$ cat src/rtl/fht_stage_ctrl.sv
// Stage/sector sequencer for the FHT double-butterfly datapath: walks every stage,
// issues read/write bank addresses and drives the butterfly mode and twiddle inputs.
module fht_stage_ctrl #(
    parameter int A_BIT     = 8,
    parameter int STAGE_NUM = 10,
    parameter int SEC_BIT   = 9,
    parameter int ST_BIT    = 4,
    parameter int RD_LAT    = 1,
    parameter int PIPE_LAT  = 4
) (
    input  logic               iCLK,
    input  logic               iRESET,
    input  logic               iSTART,
    output logic               oBUSY,
    output logic               oDONE,
    output logic [A_BIT-1:0]   oRD_ADDR,
    output logic               oRD_PAGE,
    output logic [A_BIT-1:0]   oWR_ADDR,
    output logic               oWR_PAGE,
    output logic               oWE,
    output logic [A_BIT-1:0]   oROM_ADDR,
    output logic               oST_ZERO,
    output logic               oST_LAST,
    output logic               o2ND_PART_SUBSEC,
    output logic [SEC_BIT-1:0] oSECTOR,
    output logic [ST_BIT-1:0]  oSTAGE
);

    localparam logic [1:0] ST_IDLE  = 2'd0;
    localparam logic [1:0] ST_READ  = 2'd1;
    localparam logic [1:0] ST_DRAIN = 2'd2;
    localparam logic [1:0] ST_FIN   = 2'd3;

    localparam int DR_W   = $clog2(PIPE_LAT + 1);
    localparam int MODE_W = 3 + SEC_BIT + A_BIT;
    localparam int WR_W   = 2 + A_BIT;

    localparam logic [A_BIT-1:0]  RD_MAX     = {A_BIT{1'b1}};
    localparam logic [ST_BIT-1:0] LAST_STAGE = ST_BIT'(STAGE_NUM - 1);
    localparam logic [ST_BIT-1:0] A_BIT_ST   = ST_BIT'(A_BIT);

    logic [1:0]         state_r, state_nx_s;
    logic [ST_BIT-1:0]  stage_r, stage_nx_s;
    logic [A_BIT-1:0]   rd_cnt_r, rd_cnt_nx_s;
    logic [DR_W-1:0]    drain_cnt_r, drain_cnt_nx_s;
    logic               busy_r, done_r;

    logic               in_read_s;
    logic [ST_BIT-1:0]  k_s;
    logic [A_BIT-1:0]   sec_raw_s, second_sh_s, rom_s;
    logic               second_s;
    logic [MODE_W-1:0]  mode_in_s;
    logic [WR_W-1:0]    wr_in_s;

    logic [MODE_W-1:0]  mode_pipe_r [RD_LAT];
    logic [WR_W-1:0]    wr_pipe_r   [PIPE_LAT];

    // Next-state and counter decode for the stage sequencer
    always_comb begin
        state_nx_s     = state_r;
        stage_nx_s     = stage_r;
        rd_cnt_nx_s    = rd_cnt_r;
        drain_cnt_nx_s = drain_cnt_r;
        case (state_r)
            ST_IDLE: begin
                if (iSTART) begin
                    state_nx_s  = ST_READ;
                    stage_nx_s  = {ST_BIT{1'b0}};
                    rd_cnt_nx_s = {A_BIT{1'b0}};
                end else begin
                    state_nx_s  = ST_IDLE;
                end
            end
            ST_READ: begin
                if (rd_cnt_r == RD_MAX) begin
                    state_nx_s     = ST_DRAIN;
                    rd_cnt_nx_s    = {A_BIT{1'b0}};
                    drain_cnt_nx_s = DR_W'(PIPE_LAT);
                end else begin
                    rd_cnt_nx_s    = rd_cnt_r + {{(A_BIT-1){1'b0}}, 1'b1};
                end
            end
            ST_DRAIN: begin
                if (drain_cnt_r == {{(DR_W-1){1'b0}}, 1'b1}) begin
                    drain_cnt_nx_s = {DR_W{1'b0}};
                    if (stage_r == LAST_STAGE) begin
                        state_nx_s = ST_FIN;
                    end else begin
                        state_nx_s  = ST_READ;
                        stage_nx_s  = stage_r + {{(ST_BIT-1){1'b0}}, 1'b1};
                        rd_cnt_nx_s = {A_BIT{1'b0}};
                    end
                end else begin
                    drain_cnt_nx_s = drain_cnt_r - {{(DR_W-1){1'b0}}, 1'b1};
                end
            end
            ST_FIN: begin
                state_nx_s = ST_IDLE;
                stage_nx_s = {ST_BIT{1'b0}};
            end
            default: begin
                state_nx_s     = ST_IDLE;
                stage_nx_s     = {ST_BIT{1'b0}};
                rd_cnt_nx_s    = {A_BIT{1'b0}};
                drain_cnt_nx_s = {DR_W{1'b0}};
            end
        endcase
    end

    // Sequencer state, counters and status flags
    always_ff @(posedge iCLK) begin
        if (iRESET) begin
            state_r     <= ST_IDLE;
            stage_r     <= {ST_BIT{1'b0}};
            rd_cnt_r    <= {A_BIT{1'b0}};
            drain_cnt_r <= {DR_W{1'b0}};
            busy_r      <= 1'b0;
            done_r      <= 1'b0;
        end else begin
            state_r     <= state_nx_s;
            stage_r     <= stage_nx_s;
            rd_cnt_r    <= rd_cnt_nx_s;
            drain_cnt_r <= drain_cnt_nx_s;
            busy_r      <= (state_nx_s != ST_IDLE);
            done_r      <= (state_nx_s == ST_FIN);
        end
    end

    assign in_read_s = (state_r == ST_READ);

    // Per-word sector, subsection half and twiddle index; k saturates at A_BIT
    always_comb begin
        if (stage_r > A_BIT_ST) begin
            k_s = A_BIT_ST;
        end else begin
            k_s = stage_r;
        end
        sec_raw_s   = rd_cnt_r >> k_s;
        rom_s       = (rd_cnt_r & ~(RD_MAX << k_s)) << (A_BIT_ST - k_s);
        second_sh_s = rd_cnt_r >> (stage_r - {{(ST_BIT-1){1'b0}}, 1'b1});
        if ((stage_r != {ST_BIT{1'b0}}) && (stage_r <= A_BIT_ST)) begin
            second_s = second_sh_s[0];
        end else begin
            second_s = 1'b0;
        end
        if (in_read_s) begin
            mode_in_s = {(stage_r == {ST_BIT{1'b0}}), (stage_r == LAST_STAGE), second_s,
                         SEC_BIT'(sec_raw_s), rom_s};
            wr_in_s   = {1'b1, rd_cnt_r, ~stage_r[0]};
        end else begin
            mode_in_s = {MODE_W{1'b0}};
            wr_in_s   = {WR_W{1'b0}};
        end
    end

    // Read-latency alignment for mode outputs and datapath-latency write chain
    always_ff @(posedge iCLK) begin
        if (iRESET) begin
            for (int i = 0; i < RD_LAT; i++) begin
                mode_pipe_r[i] <= {MODE_W{1'b0}};
            end
            for (int i = 0; i < PIPE_LAT; i++) begin
                wr_pipe_r[i] <= {WR_W{1'b0}};
            end
        end else begin
            mode_pipe_r[0] <= mode_in_s;
            for (int i = 1; i < RD_LAT; i++) begin
                mode_pipe_r[i] <= mode_pipe_r[i-1];
            end
            wr_pipe_r[0] <= wr_in_s;
            for (int i = 1; i < PIPE_LAT; i++) begin
                wr_pipe_r[i] <= wr_pipe_r[i-1];
            end
        end
    end

    assign oBUSY    = busy_r;
    assign oDONE    = done_r;
    assign oRD_ADDR = rd_cnt_r;
    assign oRD_PAGE = stage_r[0];
    assign oSTAGE   = stage_r;

    assign {oST_ZERO, oST_LAST, o2ND_PART_SUBSEC, oSECTOR, oROM_ADDR} = mode_pipe_r[RD_LAT-1];
    assign {oWE, oWR_ADDR, oWR_PAGE} = wr_pipe_r[PIPE_LAT-1];

endmodule

$ cat config.mk
export PLATFORM = sky130hd
export DESIGN_NAME = fht_stage_ctrl
export DESIGN_NICKNAME = d
export VERILOG_FILES = /design/src/rtl/fht_stage_ctrl.sv
export SDC_FILE = /design/constraint.sdc
export NUM_CORES = 1
export LEC_CHECK = 0
export BUFFER_PORTS_ARGS = -buffer_cell sky130_fd_sc_hd__clkbuf_2
export CELL_PAD_IN_SITES_DETAIL_PLACEMENT = 1
export CELL_PAD_IN_SITES_GLOBAL_PLACEMENT = 1
export CORE_UTILIZATION = 46
export DETAILED_ROUTE_END_ITERATION = 8
export PLACE_DENSITY_LB_ADDON = 0.1
export SYNTH_ARGS = -nofsm -noshare
export SYNTH_HDL_FRONTEND = slang
export SYNTH_SLANG_ARGS = --single-unit
$ cat constraint.sdc
create_clock -name iCLK -period 5.5 [get_ports iCLK]
set_input_delay 0.55 -clock iCLK [delete_from_list [all_inputs] [get_ports iCLK]]
set_output_delay 0.55 -clock iCLK [all_outputs]
set_load 0.005 [all_outputs]
==> parameters.txt, run 1 <==
Parameter                              Value

Cells and area
  Antenna diodes ... 0
  Most frequent cells in the layout ... sky130_fd_sc_hd__dfxtp_1, sky130_fd_sc_hd__clkbuf_2, sky130_fd_sc_hd__nor2b_1, sky130_fd_sc_hd__nor2_1, sky130_fd_sc_hd__a21oi_1
  Ratio of cells with drive above 1 in the final layout ... between 10% and 20%
  Util after Layout ... 54.0%
  Fin nets ... 382
  Commonest non-fill, non-tap cell in the layout ... sky130_fd_sc_hd__dfxtp_1
  Area Overhead vs Synth ... 13.3%
  Number of fill cells ... between 700 and 800
  Post-Layout Inst Area ... 3690 sq um

Floorplan
  Core region area ... between 6000 and 7000 sq um
  Site Rows ... 30
  I/O pins ... 48
  Total Die Area ... 7420 sq um
  Floorplan die height ... between 80 and 90 um
  Initial core utilization ... 47.7%
  Die outline width ... ~86 um

Synth
  Net count after synthesis ... 352
  Number of warning messages in the yosys log ... 0
  Number of enable-type register cells in the synthesized netlist ... 0
  Top cell type by total area after synthesis ... sky130_fd_sc_hd__dfxtp_1
  Gate Count Post-Synth ... 340
  Fraction of post-synthesis cell area in the top cell type by area ... between 40% and 50%
  Synth Register Bits ... 78
  Top cells by area in the synthesized netlist ... sky130_fd_sc_hd__dfxtp_1, sky130_fd_sc_hd__nor2b_1, sky130_fd_sc_hd__ha_1, sky130_fd_sc_hd__nor2_1, sky130_fd_sc_hd__mux2i_1
  Mean post-synth cell area ... 9.58 sq um
  Sequential element share of the synthesized area ... 47.9%
  Fraction of registers with async set or reset after synthesis ... 0%
  Cell area after synthesis ... 3260 sq um
  Primary flip-flop cell chosen by synthesis mapping ... sky130_fd_sc_hd__dfxtp_1
  Unique masters post-synth ... 51

Timing
  Timing-limited maximum frequency ... 350 MHz
  Shortest clock period the worst path allows after layout ... 2.85 ns
  Final Slew Violations ... 0
  Layout Skew ... around 0.01 ns
  RSZ-0062 raised after global routing ... false
  Final cycle utilization of the critical path ... 51.9%
  Slew HR ... 43.7%
  Worst-Margin Slew ... around 0.85 ns
  Final Worst Setup Slack ... 2.65 ns
  Final hold violation count ... 0
  Post-Route Setup TNS ... 0 ns
  Number of setup violations in the final report ... 0

Clock tree
  Hold buffers post-CTS ... 0
  TritonCTS sink count ... 78
  Number of buffers inserted during clock tree synthesis ... 9
  CTS resizes ... 0
  Clock tree root buffer cell ... sky130_fd_sc_hd__clkbuf_8
  Post CTS Setup Buffer Count ... 0
  Register clock-pin slew on the reported worst setup and hold paths ... roughly 0.080 ns
  Number of H-tree branching levels ... 3
  TritonCTS clock tree ... built
  Insertion delay of the later-clocked pin in the worst-skew pair ... 0.36 ns
  Maximum clock path buffer count ... 2

Route
  First-iteration detailed-routing DRC count ... 92
  DR DRC count ... 0
  Routed length per placed instance ... approximately 15 um
  Sum of routed wire length over all layers ... between 7 and 8 mm
  Router iterations before antenna repair ... 4
  Via count ... 2514
  Per-cell via count in the routed design ... 5.34
  Post-DRT Antenna Nets ... 0

Power and ir drop
  Net switching share of the total power ... 23.5%
  Cell internal pwr ... approximately 800 uW
  Static Leak ... 1.53 nW
  Share of power burned in the clock network ... 42.3%
  Part of the power in combinational logic ... 3.1%
  Portion of total power attributed to sequential cells ... between 50% and 60%
  PD cells ... 285 nW/um^2
  Net Sw Power ... 247 uW
  Peak ir drop on the vdd network ... 0.105 mV

Placed design
  Placed Instance Area ... 3480 sq um
  Post-detailed-placement half-perimeter wirelength ... 4.79 mm
  Worst-case setup slack after placement ... between 2 and 3 ns
  Global placer's final weighted congestion ... slightly below 0.8
  PortBufs ... 46

Worst setup path
  Arrival time worst endpoint ... 3.16 ns
  Biggest fanout along the worst timing path ... 25
  Data required time of the critical path ... 5.80 ns
  Critical Path Start Type ... flip-flop
  Endpoint type of the worst setup path ... flip-flop
  Start-to-end type of the worst setup path ... reg -> reg

Hold path
  Class of the most critical hold timing path ... reg -> reg

Job
  Max-cap check violation count ... 0

Global routing
  Overall overflow remaining after global route ... 0
  Via count of the first global-routing pass ... 2432
  Largest net degree at the start of global routing ... 44
  Overall track demand over capacity in global routing ... 21.3%
  Antenna violations before repair ... 0
  First-pass GRT wire length ... 12.1 mm

Status
  Result of the run ... complete, no violations
[flip-flops by register name, summed over array words and instances, names as in the netlist]
register,cells
oSTAGE,4
oRD_ADDR,8
oBUSY,1
drain_cnt_r,3
wr_pipe_r,40
oDONE,1
mode_pipe_r,19
state_r,2
[power by group through the flow]
stage | sequential, mW | combinational (mW) | clock [mW]
after detailed placement | 0.588 | 0.0326 | 0
after global placement | 0.588 | 0.0320 | 0
after CTS | 0.575 | 0.0327 | 0.459
after global routing | 0.576 | 0.0359 | 0.489
after floorplan | 0.586 | 0.0235 | 0
final | 0.575 | 0.0323 | 0.446
[Yosys cell counts, types with 2 or more instances]
cell type,n
sky130_fd_sc_hd__o31ai_1,5
sky130_fd_sc_hd__ha_1,9
sky130_fd_sc_hd__nand2_1,11
sky130_fd_sc_hd__inv_1,10
sky130_fd_sc_hd__o32ai_1,2
sky130_fd_sc_hd__buf_2,3
sky130_fd_sc_hd__o211ai_1,2
sky130_fd_sc_hd__nand2b_1,5
sky130_fd_sc_hd__nor4_1,2
sky130_fd_sc_hd__and3b_1,2
sky130_fd_sc_hd__nor3_1,10
sky130_fd_sc_hd__mux4_2,4
sky130_fd_sc_hd__xnor2_1,2
sky130_fd_sc_hd__a21o_1,3
sky130_fd_sc_hd__a21oi_1,16
sky130_fd_sc_hd__clkbuf_1,18
sky130_fd_sc_hd__or4_1,3
sky130_fd_sc_hd__and2_1,8
sky130_fd_sc_hd__a211oi_1,7
sky130_fd_sc_hd__nand4_1,3
sky130_fd_sc_hd__inv_2,2
sky130_fd_sc_hd__nand3_1,7
sky130_fd_sc_hd__mux2_2,2
sky130_fd_sc_hd__and3_1,4
sky130_fd_sc_hd__dfxtp_1,78
sky130_fd_sc_hd__buf_4,3
sky130_fd_sc_hd__buf_1,2
sky130_fd_sc_hd__o21ai_1,4
sky130_fd_sc_hd__nor2_1,25
sky130_fd_sc_hd__nor2b_1,36
sky130_fd_sc_hd__a31oi_1,3
sky130_fd_sc_hd__or3_1,5
sky130_fd_sc_hd__a211o_1,4
sky130_fd_sc_hd__o21a_1,4
sky130_fd_sc_hd__o21ai_0,10
sky130_fd_sc_hd__nand3b_1,3
sky130_fd_sc_hd__mux2i_1,9
[worst max-delay path: stages, from the launching register on]
cell and delay, ns:
sky130_fd_sc_hd__dfxtp_1 0.85, sky130_fd_sc_hd__nand2b_1 0.45, sky130_fd_sc_hd__ha_1 0.38, sky130_fd_sc_hd__ha_1 0.31
sky130_fd_sc_hd__or3_4 0.43, sky130_fd_sc_hd__a211o_1 0.28, sky130_fd_sc_hd__nand3_1 0.08
[through the flow]
| stage | hold slack [ns] | std cells | total power [mW] |
|---|---|---|---|
| final | 0.432 | 471 | 1.05 |
| after global routing | 0.454 | 471 | 1.10 |
| after CTS | 0.444 | 471 | 1.07 |
| after detailed placement | 0.425 | 455 | 0.621 |
| after global placement | 0.415 | 455 | 0.620 |
| after floorplan | 0.414 | 340 | 0.610 |
[path summary, 6_finish.rpt]
path	from	cells after the start	end	slack [ns]
max	oSTAGE[0]$_SDFFE_PP0P_	6	mode_pipe_r[0][5]$_SDFF_PP0_	2.65
min	wr_pipe_r[2][0]$_SDFF_PP0_	1	wr_pipe_r[3][0]$_SDFF_PP0_	0.43
max reg2reg	oSTAGE[0]$_SDFFE_PP0P_	6	mode_pipe_r[0][5]$_SDFF_PP0_	2.65
min reg2reg	wr_pipe_r[2][0]$_SDFF_PP0_	1	wr_pipe_r[3][0]$_SDFF_PP0_	0.43
[cells by family (layout without fill, tap and decap cells)]
family                   Yosys count  count (layout)  synth area share, %
AND/OR/NAND/NOR                  130             130                 22.6
flip-flops                        78              78                 47.9
AO/OA/AOI/OAI                     66              66                 13.9
buffers and inverters             39              74                 5.18
multiplexers                      15              15                 6.22
adder cells (fa/ha/maj)            9               9                 3.46
XOR/XNOR                           2               2                0.538
other                              1               1                0.115
[layer usage]
metal  track usage, %  vias up  routed length (um)
met3             5.39       11                 279
met2             33.8       51                3330
met5                0        -                   0
met1             27.9     1214                3420
li1                 -     1238                   -
met4             7.73        0                 107
[area by class of cell]
type	instances	area, sq um	area share (%)
tap	96	120	3.25
multi-input combinational	223	1530	41.4
inverter	12	45.0	1.22
sequential	78	1560	42.3
clock buffer	10	138	3.73
clock inverter	6	68.8	1.86
timing repair buffer	46	230	6.24
(Power assumes the default switching activity.)
==> run 2: changes to the inputs <==
--- a/config.mk
+++ b/config.mk
@@ -8,7 +8,7 @@
 export BUFFER_PORTS_ARGS = -buffer_cell sky130_fd_sc_hd__clkbuf_2
 export CELL_PAD_IN_SITES_DETAIL_PLACEMENT = 1
 export CELL_PAD_IN_SITES_GLOBAL_PLACEMENT = 1
-export CORE_UTILIZATION = 46
+export CORE_UTILIZATION = 39
 export DETAILED_ROUTE_END_ITERATION = 8
 export PLACE_DENSITY_LB_ADDON = 0.1
 export SYNTH_ARGS = -nofsm -noshare
==> constraint.sdc (replaced) <==
create_clock -name iCLK -period 2.5 [get_ports iCLK]
set_input_delay 0.25 -clock iCLK [delete_from_list [all_inputs] [get_ports iCLK]]
set_output_delay 0.25 -clock iCLK [all_outputs]
set_load 0.005 [all_outputs]
==> parameters.txt, run 2 (synthesis results as in run 1) <==
Parameter                              Value

Route
  Via count ... 2543
  Post-DRT Antenna Nets ... 0
  Sum of routed wire length over all layers ... 7.30 mm
  Per-cell via count in the routed design ... 5.18
  Router iterations before antenna repair ... 4
  DR DRC count ... 0
  Routed length per placed instance ... approximately 15 um
  First-iteration detailed-routing DRC count ... 76

Cells and area
  Fin nets ... 396
  Max FFs per register ... 40
  Largest register by flop count ... wr_pipe_r
  Commonest non-fill, non-tap cell in the layout ... sky130_fd_sc_hd__dfxtp_1
  Antenna diodes ... 0
  Ratio of cells with drive above 1 in the final layout ... 22.6%
  Post-Layout Inst Area ... 3800 sq um
  Area Overhead vs Synth ... 16.7%
  Most frequent cells in the layout ... sky130_fd_sc_hd__dfxtp_1, sky130_fd_sc_hd__clkbuf_2, sky130_fd_sc_hd__nor2b_1, sky130_fd_sc_hd__nor2_1, sky130_fd_sc_hd__a21oi_1
  Util after Layout ... 48.2%

Placed design
  Global placer's final weighted congestion ... 0.833
  Worst-case setup slack after placement ... 0.502 ns
  PortBufs ... 46
  Post-detailed-placement half-perimeter wirelength ... 5.21 mm
  Placed Instance Area ... 3600 sq um

Worst setup path
  Start-to-end type of the worst setup path ... reg -> reg
  Reg-to-reg slack, setup ... around 0.46 ns
  Worst stage delay on the critical path ... 0.43 ns
  CP top delay family ... simple AND/OR/NAND/NOR gates
  Critical-path cell with the highest stage delay ... sky130_fd_sc_hd__or3_4
  Critical path buffers and inverters ... 0
  Biggest fanout along the worst timing path ... 12
  Most frequent cell on the critical path ... sky130_fd_sc_hd__ha_1
  Critical Path Start Type ... flip-flop
  Endpoint type of the worst setup path ... flip-flop
  Arrival time worst endpoint ... around 2.3 ns
  Data required time of the critical path ... between 2 and 3 ns
  Sequence of cells on the critical path ... nand2b_1 > ha_1 > ha_1 > or3_4 > a211o_1 > nand3_1

Timing
  Final cycle utilization of the critical path ... 81.6%
  Timing-limited maximum frequency ... 490 MHz
  Final Worst Setup Slack ... 0.459 ns
  Number of setup violations in the final report ... 0
  Slew HR ... 62.6%
  Final Slew Violations ... 0
  Layout Skew ... roughly 0.016 ns
  Worst-Margin Slew ... 0.555 ns
  Post-Route Setup TNS ... 0 ns
  Final hold violation count ... 0
  Shortest clock period the worst path allows after layout ... about 2 ns
  RSZ-0062 raised after global routing ... false

Floorplan
  Core region area ... 7890 sq um
  Die outline width ... 93.4 um
  Initial core utilization ... just over 40%
  Total Die Area ... 8720 sq um
  Site Rows ... 32
  I/O pins ... 48
  Floorplan die height ... 93.4 um

Power and ir drop
  Overall Power ... 2.31 mW
  PD cells ... 607 nW/um^2
  Peak ir drop on the vdd network ... 0.229 mV
  Static Leak ... 1.59 nW

Hold path
  Class of the most critical hold timing path ... in -> reg

Clock tree
  TritonCTS sink count ... 78
  Maximum clock path buffer count ... 2
  TritonCTS clock tree ... built
  Insertion delay of the later-clocked pin in the worst-skew pair ... 0.36 ns
  Register clock-pin slew on the reported worst setup and hold paths ... 0.10 ns
  CTS resizes ... 0
  Post CTS Setup Buffer Count ... 0
  Hold buffers post-CTS ... 0
  Number of H-tree branching levels ... 3
  Clock tree root buffer cell ... sky130_fd_sc_hd__clkbuf_8
  Number of buffers inserted during clock tree synthesis ... 9

Global routing
  First-pass GRT wire length ... 12.0 mm
  Via count of the first global-routing pass ... ~2.4k
  Antenna violations before repair ... 0
  Overall track demand over capacity in global routing ... 18.0%
  Largest net degree at the start of global routing ... 43
  Overall overflow remaining after global route ... 0

Status
  Result of the run ... complete, no violations

Job
  Max-cap check violation count ... 0
-- run 2: changes by cell type in the layout (fill, tap and decap cells not counted) --
cell,before,now
sky130_fd_sc_hd__buf_4,0,14
sky130_fd_sc_hd__clkinv_4,2,0
sky130_fd_sc_hd__inv_8,0,1
sky130_fd_sc_hd__inv_6,1,2
sky130_fd_sc_hd__clkinv_2,1,0
sky130_fd_sc_hd__clkinvlp_4,1,3
sky130_fd_sc_hd__clkbuf_8,10,9
-- run 2: tightest hold or removal path, cell delays in order --
cell and delay, ns:
sky130_fd_sc_hd__clkbuf_2 0.09, sky130_fd_sc_hd__or3b_1 0.29, sky130_fd_sc_hd__nor2_1 0.07
-- run 2: final timing paths --
kind,start,endpoint,cells after the start
max,oSTAGE[3]$_SDFFE_PP0P_,mode_pipe_r[0][5]$_SDFF_PP0_,6
min,iRESET,wr_pipe_r[0][0]$_SDFF_PP0_,3
max reg2reg,oSTAGE[3]$_SDFFE_PP0P_,mode_pipe_r[0][5]$_SDFF_PP0_,6
min reg2reg,wr_pipe_r[0][0]$_SDFF_PP0_,wr_pipe_r[1][0]$_SDFF_PP0_,1
-- run 2: through the flow --
stage,instances,hold WS [ns]
2_1_floorplan,340,0.414
3_3_place_gp,475,0.415
3_5_place_dp,475,0.424
4_1_cts,491,0.378
5_1_grt,491,0.399
6_report,491,0.387
-- run 2: final cells by class --
cell class / instances / area, sq um
inverters: 12 / 45.0
clock buffers: 9 / 124
repair buffers: 60 / 335
fillers: 936 / 4090
clock inverters: 7 / 81.3
multi-input cells: 223 / 1530
flip-flops and latches: 78 / 1560
well taps: 102 / 128
-- run 2: per-layer routing --
layer	wire, um	track usage [%]
met5	0	0
met4	108	8.08
met3	207	3.17
met1	3580	22.5
met2	3410	30.3
-- run 2: where the power goes --
part	total [mW]	switching, mW	internal (mW)
clock	0.973	0.499	0.475
sequential	1.26	0.00979	1.25
combinational	0.0734	0.0458	0.0276
total	2.31	0.554	1.75
